### src/rtl/flofifo_wr_arb_pkg.sv
// Shared parameters and helpers for the flofifo multi-source write arbiter.
package flofifo_wr_arb_pkg;

  localparam int unsigned N_SRC_DEF  = 4;
  localparam int unsigned WIDTH_DEF  = 24;
  localparam int unsigned LENGTH_DEF = 32;
  localparam int unsigned CNTW_DEF   = 8;

  // Fill level at or above which no new grant may issue; one slot is kept for the registered write.
  function automatic int unsigned headroom_limit(input int unsigned length);
    return length - 2;
  endfunction

endpackage

### src/rtl/flofifo_wr_arb_rr_pick.sv
// Combinational round-robin picker: first requester after ptr, modulo N_SRC.
module flofifo_wr_arb_rr_pick #(
  parameter int unsigned N_SRC = 4,
  parameter int unsigned IDW   = 2
) (
  input  logic [N_SRC-1:0] req,
  input  logic [IDW-1:0]   ptr,
  input  logic             en,
  output logic [N_SRC-1:0] gnt_onehot,
  output logic [IDW-1:0]   gnt_idx,
  output logic             valid
);

  int unsigned j;
  logic [IDW-1:0] jj;

  always_comb begin
    gnt_onehot = '0;
    gnt_idx    = '0;
    valid      = 1'b0;
    j          = 0;
    jj         = '0;
    for (int unsigned i = 1; i <= N_SRC; i++) begin
      j  = (32'(ptr) + i) % N_SRC;
      jj = IDW'(j);
      if (en && !valid && req[jj]) begin
        valid          = 1'b1;
        gnt_idx        = jj;
        gnt_onehot[jj] = 1'b1;
      end
    end
  end

endmodule

### src/rtl/flofifo_wr_arb.sv
// Round-robin write arbiter sharing one flofifo among N_SRC sources with
// one-deep holding registers, source-ID tagging and per-source drop counters.
module flofifo_wr_arb
  import flofifo_wr_arb_pkg::*;
#(
  parameter  int unsigned N_SRC  = N_SRC_DEF,
  parameter  int unsigned WIDTH  = WIDTH_DEF,
  parameter  int unsigned LENGTH = LENGTH_DEF,
  parameter  int unsigned CNTW   = CNTW_DEF,
  localparam int unsigned IDW    = $clog2(N_SRC),
  localparam int unsigned PW     = WIDTH - IDW,
  localparam int unsigned LOCW   = $clog2(LENGTH)
) (
  input  logic                  clk,
  input  logic                  rst_n,
  input  logic                  en_i,
  input  logic                  clear_i,
  input  logic [N_SRC*PW-1:0]   src_data_i,
  input  logic [N_SRC-1:0]      src_valid_i,
  input  logic                  fifo_full_i,
  input  logic [LOCW-1:0]       fifo_locs_i,
  output logic [WIDTH-1:0]      fifo_data_o,
  output logic                  fifo_valid_o,
  output logic [N_SRC-1:0]      pending_o,
  output logic [N_SRC-1:0]      ovf_o,
  output logic [N_SRC*CNTW-1:0] drop_cnt_o
);

  logic [PW-1:0]    hold [N_SRC];
  logic [CNTW-1:0]  cnt  [N_SRC];
  logic [IDW-1:0]   ptr;
  logic             permit_c;
  logic [N_SRC-1:0] gnt_onehot;
  logic [IDW-1:0]   gnt_idx;
  logic             gnt_valid;

  assign permit_c = en_i && !fifo_full_i &&
                    (fifo_locs_i < LOCW'(headroom_limit(LENGTH)));

  flofifo_wr_arb_rr_pick #(
    .N_SRC (N_SRC),
    .IDW   (IDW)
  ) u_pick (
    .req        (pending_o),
    .ptr        (ptr),
    .en         (permit_c),
    .gnt_onehot (gnt_onehot),
    .gnt_idx    (gnt_idx),
    .valid      (gnt_valid)
  );

  for (genvar k = 0; k < N_SRC; k++) begin : g_cnt
    assign drop_cnt_o[k*CNTW +: CNTW] = cnt[k];
  end

  // Holding registers, drop accounting, RR pointer and registered write port.
  always_ff @(posedge clk or negedge rst_n) begin
    if (!rst_n) begin
      fifo_valid_o <= 1'b0;
      fifo_data_o  <= '0;
      pending_o    <= '0;
      ovf_o        <= '0;
      ptr          <= IDW'(N_SRC - 1);
      for (int k = 0; k < N_SRC; k++) begin
        hold[k] <= '0;
        cnt[k]  <= '0;
      end
    end else if (clear_i) begin
      fifo_valid_o <= 1'b0;
      fifo_data_o  <= '0;
      pending_o    <= '0;
      ovf_o        <= '0;
      ptr          <= IDW'(N_SRC - 1);
      for (int k = 0; k < N_SRC; k++) begin
        hold[k] <= '0;
        cnt[k]  <= '0;
      end
    end else begin
      fifo_valid_o <= gnt_valid;
      if (gnt_valid) begin
        fifo_data_o <= {gnt_idx, hold[gnt_idx]};
        ptr         <= gnt_idx;
      end
      for (int k = 0; k < N_SRC; k++) begin
        if (src_valid_i[k]) begin
          // A slot being drained this cycle can accept the new sample without loss.
          if (!pending_o[k] || gnt_onehot[k]) begin
            hold[k]      <= src_data_i[k*PW +: PW];
            pending_o[k] <= 1'b1;
          end else begin
            ovf_o[k] <= 1'b1;
            if (cnt[k] != '1) cnt[k] <= cnt[k] + CNTW'(1);
          end
        end else if (gnt_onehot[k]) begin
          pending_o[k] <= 1'b0;
        end
      end
    end
  end

endmodule

### config.mk
export PLATFORM = sky130hd
export DESIGN_NAME = flofifo_wr_arb
export DESIGN_NICKNAME = d
export VERILOG_FILES = /design/src/rtl/flofifo_wr_arb_pkg.sv /design/src/rtl/flofifo_wr_arb_rr_pick.sv /design/src/rtl/flofifo_wr_arb.sv
export SDC_FILE = /design/constraint.sdc
export NUM_CORES = 1
export LEC_CHECK = 0
export CAP_MARGIN = 20
export CORE_ASPECT_RATIO = 1.2
export CORE_MARGIN = 2
export CORE_UTILIZATION = 50
export CTS_CLUSTER_SIZE = 10
export DETAILED_ROUTE_END_ITERATION = 6
export PLACE_DENSITY = 0.79
export SETUP_SLACK_MARGIN = 0.3
export SYNTH_ARGS = -nofsm -noshare
export SYNTH_HDL_FRONTEND = slang
export SYNTH_SLANG_ARGS = --single-unit
### constraint.sdc
create_clock -name clk -period 4 [get_ports clk]
set_input_delay 0.6 -clock clk [delete_from_list [all_inputs] [get_ports clk]]
set_output_delay 0.6 -clock clk [all_outputs]
set_load 0.02 [all_outputs]
# After elaboration in Yosys (flattened, before gate mapping)

Index checks and enable logic that the tools add are counted.

Add/subtract/negate cells: 8
$lt $le $gt $ge: 10
Equality and inequality tests: 12
Multiplexer cells: 80
Bitwise gates (word level): 4
Reductions and logical operators: 58

Operator list:

| operator                                                                            | count |
|---|---|
| 22-bit two-way mux                                                                  | 10 |
| 8-bit two-way mux                                                                   | 12 |
| 88-bit two-way mux                                                                  | 1 |
| 24-bit two-way mux                                                                  | 2 |
| 22-bit binary-select mux with 2-bit select                                          | 1 |
| 1-bit two-way mux                                                                   | 33 |
| 8-bit by 1-bit adder with 8-bit output, second input constant                       | 4 |
| 32-bit two-way mux                                                                  | 1 |
| 8-bit != test, second input constant                                                | 4 |
| 2-bit nonzero test                                                                  | 13 |
| 4-bit two-way mux                                                                   | 6 |
| 2-bit AND reduction                                                                 | 12 |
| 1-bit logical AND                                                                   | 13 |
| 2-bit by 3-bit less-than comparator with 1-bit output, second input constant        | 4 |
| 2-bit two-way mux                                                                   | 6 |
| 3-bit by 2-bit != test with 1-bit output, second input constant                     | 4 |
| 4-bit OR                                                                            | 3 |
| 3-bit AND reduction                                                                 | 4 |
| 3-bit nonzero test                                                                  | 4 |
| 1-bit binary-select mux with 2-bit select                                           | 4 |
| 1-bit demux with 2-bit select                                                       | 4 |
| 2-bit by 1-bit greater-or-equal comparator with 1-bit output, second input constant | 4 |
| 1-bit logical NOT                                                                   | 8 |
| 2-bit != test, second input constant                                                | 4 |
| 6 further kinds                                                                     | 11 |

Flip-flop bits (word level): 155
Input port bits: 102
Output and inout bits: 65
Logic and storage cells: 191

# Longest topological paths before layout

Depth after elaboration: 23
Gate-level depth with buffers: 12
Depth with buffers taken out: 8

# Cells and area by module

A second synthesis with hierarchy kept.

Cells, all modules: 578
Area total of the unflattened synthesis: 7,258.2 um^2

By module, submodules not included:

| module                 | times used | cells each | area an instance (um^2) | seq. area each (um^2) |
|---|---|---|---|---|
| flofifo_wr_arb         | 1          | 513        | 6,720.2                 | 3,881.2 |
| flofifo_wr_arb_rr_pick | 1          | 65         | 538.0                   | 0.0 |

# Worst setup path after synthesis

Ideal clock, no wire load.

Path type: reg-to-reg
Start point: register ptr[0]
End point: register cnt, in the netlist drop_cnt_o[21]
Setup time: 0.125 ns
Arrival: 3.125 ns
Data required time: 3.875 ns
Slack: 0.750 ns
Cell stages (with the launch flop): 12
Buffers on the path: 3
Clock period less this slack: 3.250 ns
Cells stage by stage: dfstp_2 -> buf_6 -> inv_1 -> ha_1 -> clkbuf_1 -> mux4_2 -> buf_6 -> or3b_2 -> nor2_4 -> nor4_1 -> and3_1 -> mux2_4

Longest elaborated chain between the ends: 20
Elaborated cells between the ends (all ways): 55

RTL lines:

| item                                                                                           | line                         | text |
|---|---|---|
| start, declared                                                                                | flofifo_wr_arb.sv:31         | `logic [IDW-1:0] ptr;` |
| start signal, assigned                                                                         | flofifo_wr_arb.sv:63         | `ptr <= IDW'(N_SRC - 1);` |
| start signal, assigned                                                                         | flofifo_wr_arb.sv:73         | `ptr <= IDW'(N_SRC - 1);` |
| start signal, assigned                                                                         | flofifo_wr_arb.sv:82         | `ptr <= gnt_idx;` |
| branches (longest 16 deep; another with 2-bit by 3-bit less-than comparator with 1-bit output) | --                           |  |
| 4-bit two-way mux (*)                                                                          | flofifo_wr_arb_rr_pick.sv:26 | `if (en && !valid && req[jj]) begin` |
| 1-bit logical OR (*)                                                                           | flofifo_wr_arb.sv:87         | `if (!pending_o[k] \|\| gnt_onehot[k]) begin` |
| 2-bit != test (no source line) (*)                                                             | --                           |  |
| 3-bit AND reduction (no source line) (*)                                                       | --                           |  |
| end signal, assigned by index                                                                  | flofifo_wr_arb.sv:66         | `cnt[k] <= '0;` |
| end signal, assigned by index                                                                  | flofifo_wr_arb.sv:76         | `cnt[k] <= '0;` |
| end, declared                                                                                  | flofifo_wr_arb.sv:30         | `logic [CNTW-1:0] cnt [N_SRC];` |

Every way passes the cells marked *. The select of a mux whose other input is x is not followed.
A chain may end at the register's enable or synchronous reset.

# Worst setup path after layout

Start point: register ptr[0]
End point: register fifo_data_o[2]

Longest elaborated chain between the ends: 23
Elaborated cells between the ends (all ways): 37

RTL lines:

| item                                                   | line                         | text |
|---|---|---|
| 2-bit by 1-bit adder with 2-bit output                 | flofifo_wr_arb_rr_pick.sv:24 | `j = (32'(ptr) + i) % N_SRC;` |
| 1-bit binary-select mux with 2-bit select              | flofifo_wr_arb_rr_pick.sv:26 |  |
| 1-bit two-way mux (not written as such)                | flofifo_wr_arb_rr_pick.sv:26 |  |
| 1-bit logical AND                                      | flofifo_wr_arb_rr_pick.sv:26 |  |
| 1-bit two-way mux                                      | flofifo_wr_arb_rr_pick.sv:26 |  |
| 1-bit logical NOT                                      | flofifo_wr_arb_rr_pick.sv:26 |  |
| 1-bit logical AND (2 in a row)                         | flofifo_wr_arb_rr_pick.sv:26 |  |
| 1-bit two-way mux                                      | flofifo_wr_arb_rr_pick.sv:26 |  |
| [... 4 more ...]                                       | --                           |  |
| 1-bit logical NOT                                      | flofifo_wr_arb_rr_pick.sv:26 |  |
| 1-bit logical AND (2 in a row)                         | flofifo_wr_arb_rr_pick.sv:26 |  |
| 2-bit two-way mux                                      | flofifo_wr_arb_rr_pick.sv:26 |  |
| 2-bit inverter with 3-bit output (not written as such) | flofifo_wr_arb.sv:81         | `fifo_data_o <= {gnt_idx, hold[gnt_idx]};` |
| 22-bit binary-select mux with 2-bit select             | flofifo_wr_arb.sv:81         |  |
| 22-bit two-way mux (not written as such) (2 in a row)  | flofifo_wr_arb.sv:81         |  |
| 24-bit two-way mux                                     | flofifo_wr_arb.sv:80         | `if (gnt_valid) begin` |
| 24-bit two-way mux                                     | flofifo_wr_arb.sv:68         | `end else if (clear_i) begin` |
| end signal, assigned                                   | flofifo_wr_arb.sv:81         |  |
| end, declared                                          | flofifo_wr_arb.sv:22         | `output logic [WIDTH-1:0] fifo_data_o,` |

Several ways; a longest one is shown, not always the timed one. The select of a mux whose other input is x is not followed.

==> summary.md <==
The global router's overall resource usage came out at 0.243. Clock-pin slew was measured on the worst setup and hold paths at 60 ps. The switching power as a share of total power came out at 0.262. Power spread over the standard cell area amounts to 377 nW/µm². The class of the tightest hold or removal check is primary input to asynchronous set/reset pin. For the fraction of power consumed by combinational cells, the log shows 0.163.

Summed over all failing endpoints, the final setup total negative slack is 0 ps. The depth of the CTS H-tree was 4. For this design the static power due to leakage is 4.97 nW. The detailed-placement wirelength estimate is 14000 µm. The synthesized design contains 0 enable-type register cells. When the netlist entered floorplanning its net count stood at 836. The clock share of power was 0.400. The flow ran to the end, and the final reports show no timing, DRC or antenna violations.

In this run, CTS created clock tree buffers numbering 17. The final critical path time including I/O delays and setup was 3560 ps; the final antenna-violating net count was 0. The finished layout holds 1099 standard cells, fillers aside. Kind of launch point of the worst setup path: a flop.

TritonCTS built the clock tree. The internal power of the cells totals 2.89 mW. The initial core utilization is 0.509. The most frequent standard cell in the layout excluding fill and tap cells is clkdlybuf4s50_1.

Counting buffers and inverters, the worst setup path is 9 cells deep. The endpoint identified for the worst register-to-register timing path is fifo_data_o[2]$_DFFE_PN0P_. The source-to-sink clock delay at the later pin of the worst-skew pair came out at 420 ps. After detailed placement, the design holds a cell count of 1062. For the post-detailed-route DRC marker count, the log shows 0. The count of cell types in the netlist came out at 68. The number of antenna violations at the first check in global routing is 0. Highest-delay cell along the critical path: dfstp_4. Area of the placeable core: 15600 µm². Counting along the longest clock path gives a buffer depth of 2.

The post-route fraction of the period consumed by the critical path is 0.889. Entering global routing, the biggest net connects 84 pins. Number of flip-flops and latches in the synthesized netlist: 155.

The tools report the count of routing violations after the opening detailed-route iteration as 361. The startpoint of the worst register-to-register path was ptr[0]$_DFFE_PN1P_. The launching element of the worst setup path was ptr[0]$_DFFE_PN1P_. Relative to the synthesized area, the layout overhead comes to 31.0%. At the end of routability-driven placement, the weighted congestion stood at 0.883. The peak fanout along the critical path came out at 16. Overflow left after global routing: 0. Kind of critical path: flop to flop. The ratio of cells with drive above 1 in the final layout came out at 0.119. The tools report the sequential cell area fraction in the yosys report as 0.490. The routed layout has 6169 vias.

In this run the horizontal extent of the chip is 119 µm. The logs give 167 for the I/O pin count and 155 for the clock sink total. The internal reg-to-reg setup slack is 440 ps, and the worst path required time is 4340 ps. The worst setup path is captured at a flop. The cell at the root of the clock tree is clkbuf_16. The logs give 0.437 for the share of power burned in registers and 722 for the number of cells produced by synthesis.

At the pin with the least slew margin, the transition time is 1090 ps. The run gives 1.03 mW as the net switching power. The number of global-route vias before repair came out at 6460. Setup repair after global routing left no endpoint under its margin.

The port buffer count was 165; the post-synthesis cell area was 7920 µm². The average via count per standard cell is 5.61. Together, buffers and inverters on the worst path number 2. The tool flagged a number of max-cap violations equal to 0. The floorplan step set the die height to 142 µm.

For the cell area after placement, the log shows 9760 µm². The logs give 0.000240 V for the maximum VDD drop and 444 ps for the worst setup margin. The cell family with the largest share of critical-path delay was simple AND/OR/NAND/NOR gates.

After clock tree synthesis, the flow added hold-fix buffers numbering 0. The run gives 992 as the final-stage net count. The average wire length per cell after detail routing came out at 18.0 µm. Derived from the worst setup path, the maximum achievable clock frequency is 281 MHz. Across the routed clock network, the largest skew measured is 9.70 ps. The number of pins exceeding their max-slew limit in the final report was 0; the average instance area after synthesis was 11.0 µm². Minimum setup slack after placement: 260 ps.

Among all flip-flop cells after synthesis, the most frequent one is dfrtp_1. The critical path goes through inv_1 -> ha_2 -> mux4_2 -> or4_4 -> o32ai_2 -> o21ai_2 -> or2_1 -> buf_4 -> o221ai_2. The worst register-to-register path has a depth of 9. The floorplan has 50 rows. The cell area after layout is 10400 µm², and the worst slew slack as a fraction of its limit is 0.271. STA puts the critical path data arrival time at 3890 ps.

Share of flip-flops with an asynchronous set or reset: 1.00. The floorplan step defined a die boundary enclosing 16900 µm². The first detailed-routing pass ran for 4 iterations. The first global-routing pass estimated 32300 µm of wire. In the layout the commonest cells are clkdlybuf4s50_1 (163), dfrtp_1 (153), mux2i_1 (136). The Yosys step of the flow raised 0 warnings.

The run gives 0 as the final-report hold violation count. Peak per-stage delay on the critical path: 710 ps. 0 antenna diodes ended up in the layout. Wires add up to 19800 µm. Setup violations remaining at the end of the flow were counted as 0. The timing endpoint of the critical path is fifo_data_o[2]$_DFFE_PN0P_.
-- flip-flops by register name (all words and copies together), names as in the netlist --
name,count
drop_cnt_o,32
fifo_data_o,24
fifo_valid_o,1
hold,88
ovf_o,4
pending_o,4
ptr,2
-- how the worst min path moves through the flow --
stage | slack, ps | cells past startpoint | end
final | 230 | 1 | hold[20]$_DFFE_PN0P_
after detailed placement | 480 | 2 | fifo_data_o[23]$_DFFE_PN0P_
after CTS | 260 | 1 | hold[20]$_DFFE_PN0P_
after global placement | 470 | 2 | fifo_data_o[23]$_DFFE_PN0P_
after floorplan | 300 | 0 | drop_cnt_o[0]$_DFFE_PN0P_
after global routing | 300 | 1 | hold[20]$_DFFE_PN0P_
-- layout make-up --
class | instances | area [µm²]
multi-input cells | 506 | 3810
flip-flops and latches | 155 | 3880
well taps | 208 | 260
clock buffers | 22 | 454
inverters | 16 | 60.1
repair buffers | 182 | 1790
clock inverters | 10 | 118
fillers | 1165 | 5190
-- repair_timing --
| action | 4_1_cts | 5_1_grt |
|---|---|---|
| resized for setup | 0 | 3 |
| setup endpoints to repair | 10 | 45 |
| buffers inserted | 1 | 3 |
| pin swaps | 1 | 0 |
-- cells by family (layout without fill, tap and decap cells) --
group	after synthesis	after routing	synth area share
mux	145	145	0.191
xor+xnor	6	6	0.00663
simple gates	252	252	0.153
compound gates	91	91	0.104
flops	155	155	0.490
buf+inv	61	230	0.0371
fa+ha+maj	12	12	0.0190
-- layer usage --
layer	global-route usage	vias up	share of wire
met4	0.0996	0	0.026
li1	-	2869	-
met2	0.422	159	0.52
met1	0.301	3106	0.41
met5	0	-	0
met3	0.0406	35	0.041
-- per-stage QoR --
stage	total power, mW	hold slack [ps]	utilization
after floorplan	2.09	304	-
after global placement	2.34	466	0.627
after detailed placement	2.37	476	0.627
after CTS	3.94	261	0.664
after global routing	4.08	301	0.667
final	3.92	232	0.667
-- power groups by stage --
stage | combinational (mW) | sequential, mW | clock, mW
after detailed placement | 0.629 | 1.74 | 0
after floorplan | 0.355 | 1.74 | 0
after global routing | 0.691 | 1.72 | 1.66
after global placement | 0.611 | 1.73 | 0
final | 0.638 | 1.71 | 1.57
after CTS | 0.633 | 1.71 | 1.60
-- synthesized netlist by cell type, drive strengths merged (10+ instances only) --
cell type,number,area (µm²)
nand3,19,95.1
o221ai,23,320
dfrtp,153,3830
clkbuf,21,78.8
ha,12,150
and3,13,81.3
a21oi,25,129
nor2,124,473
o21ai,10,68.8
mux2i,136,1360
buf,24,155
nand2,42,160
inv,16,60.1
Note: power is estimated with default switching activity, not from simulation.
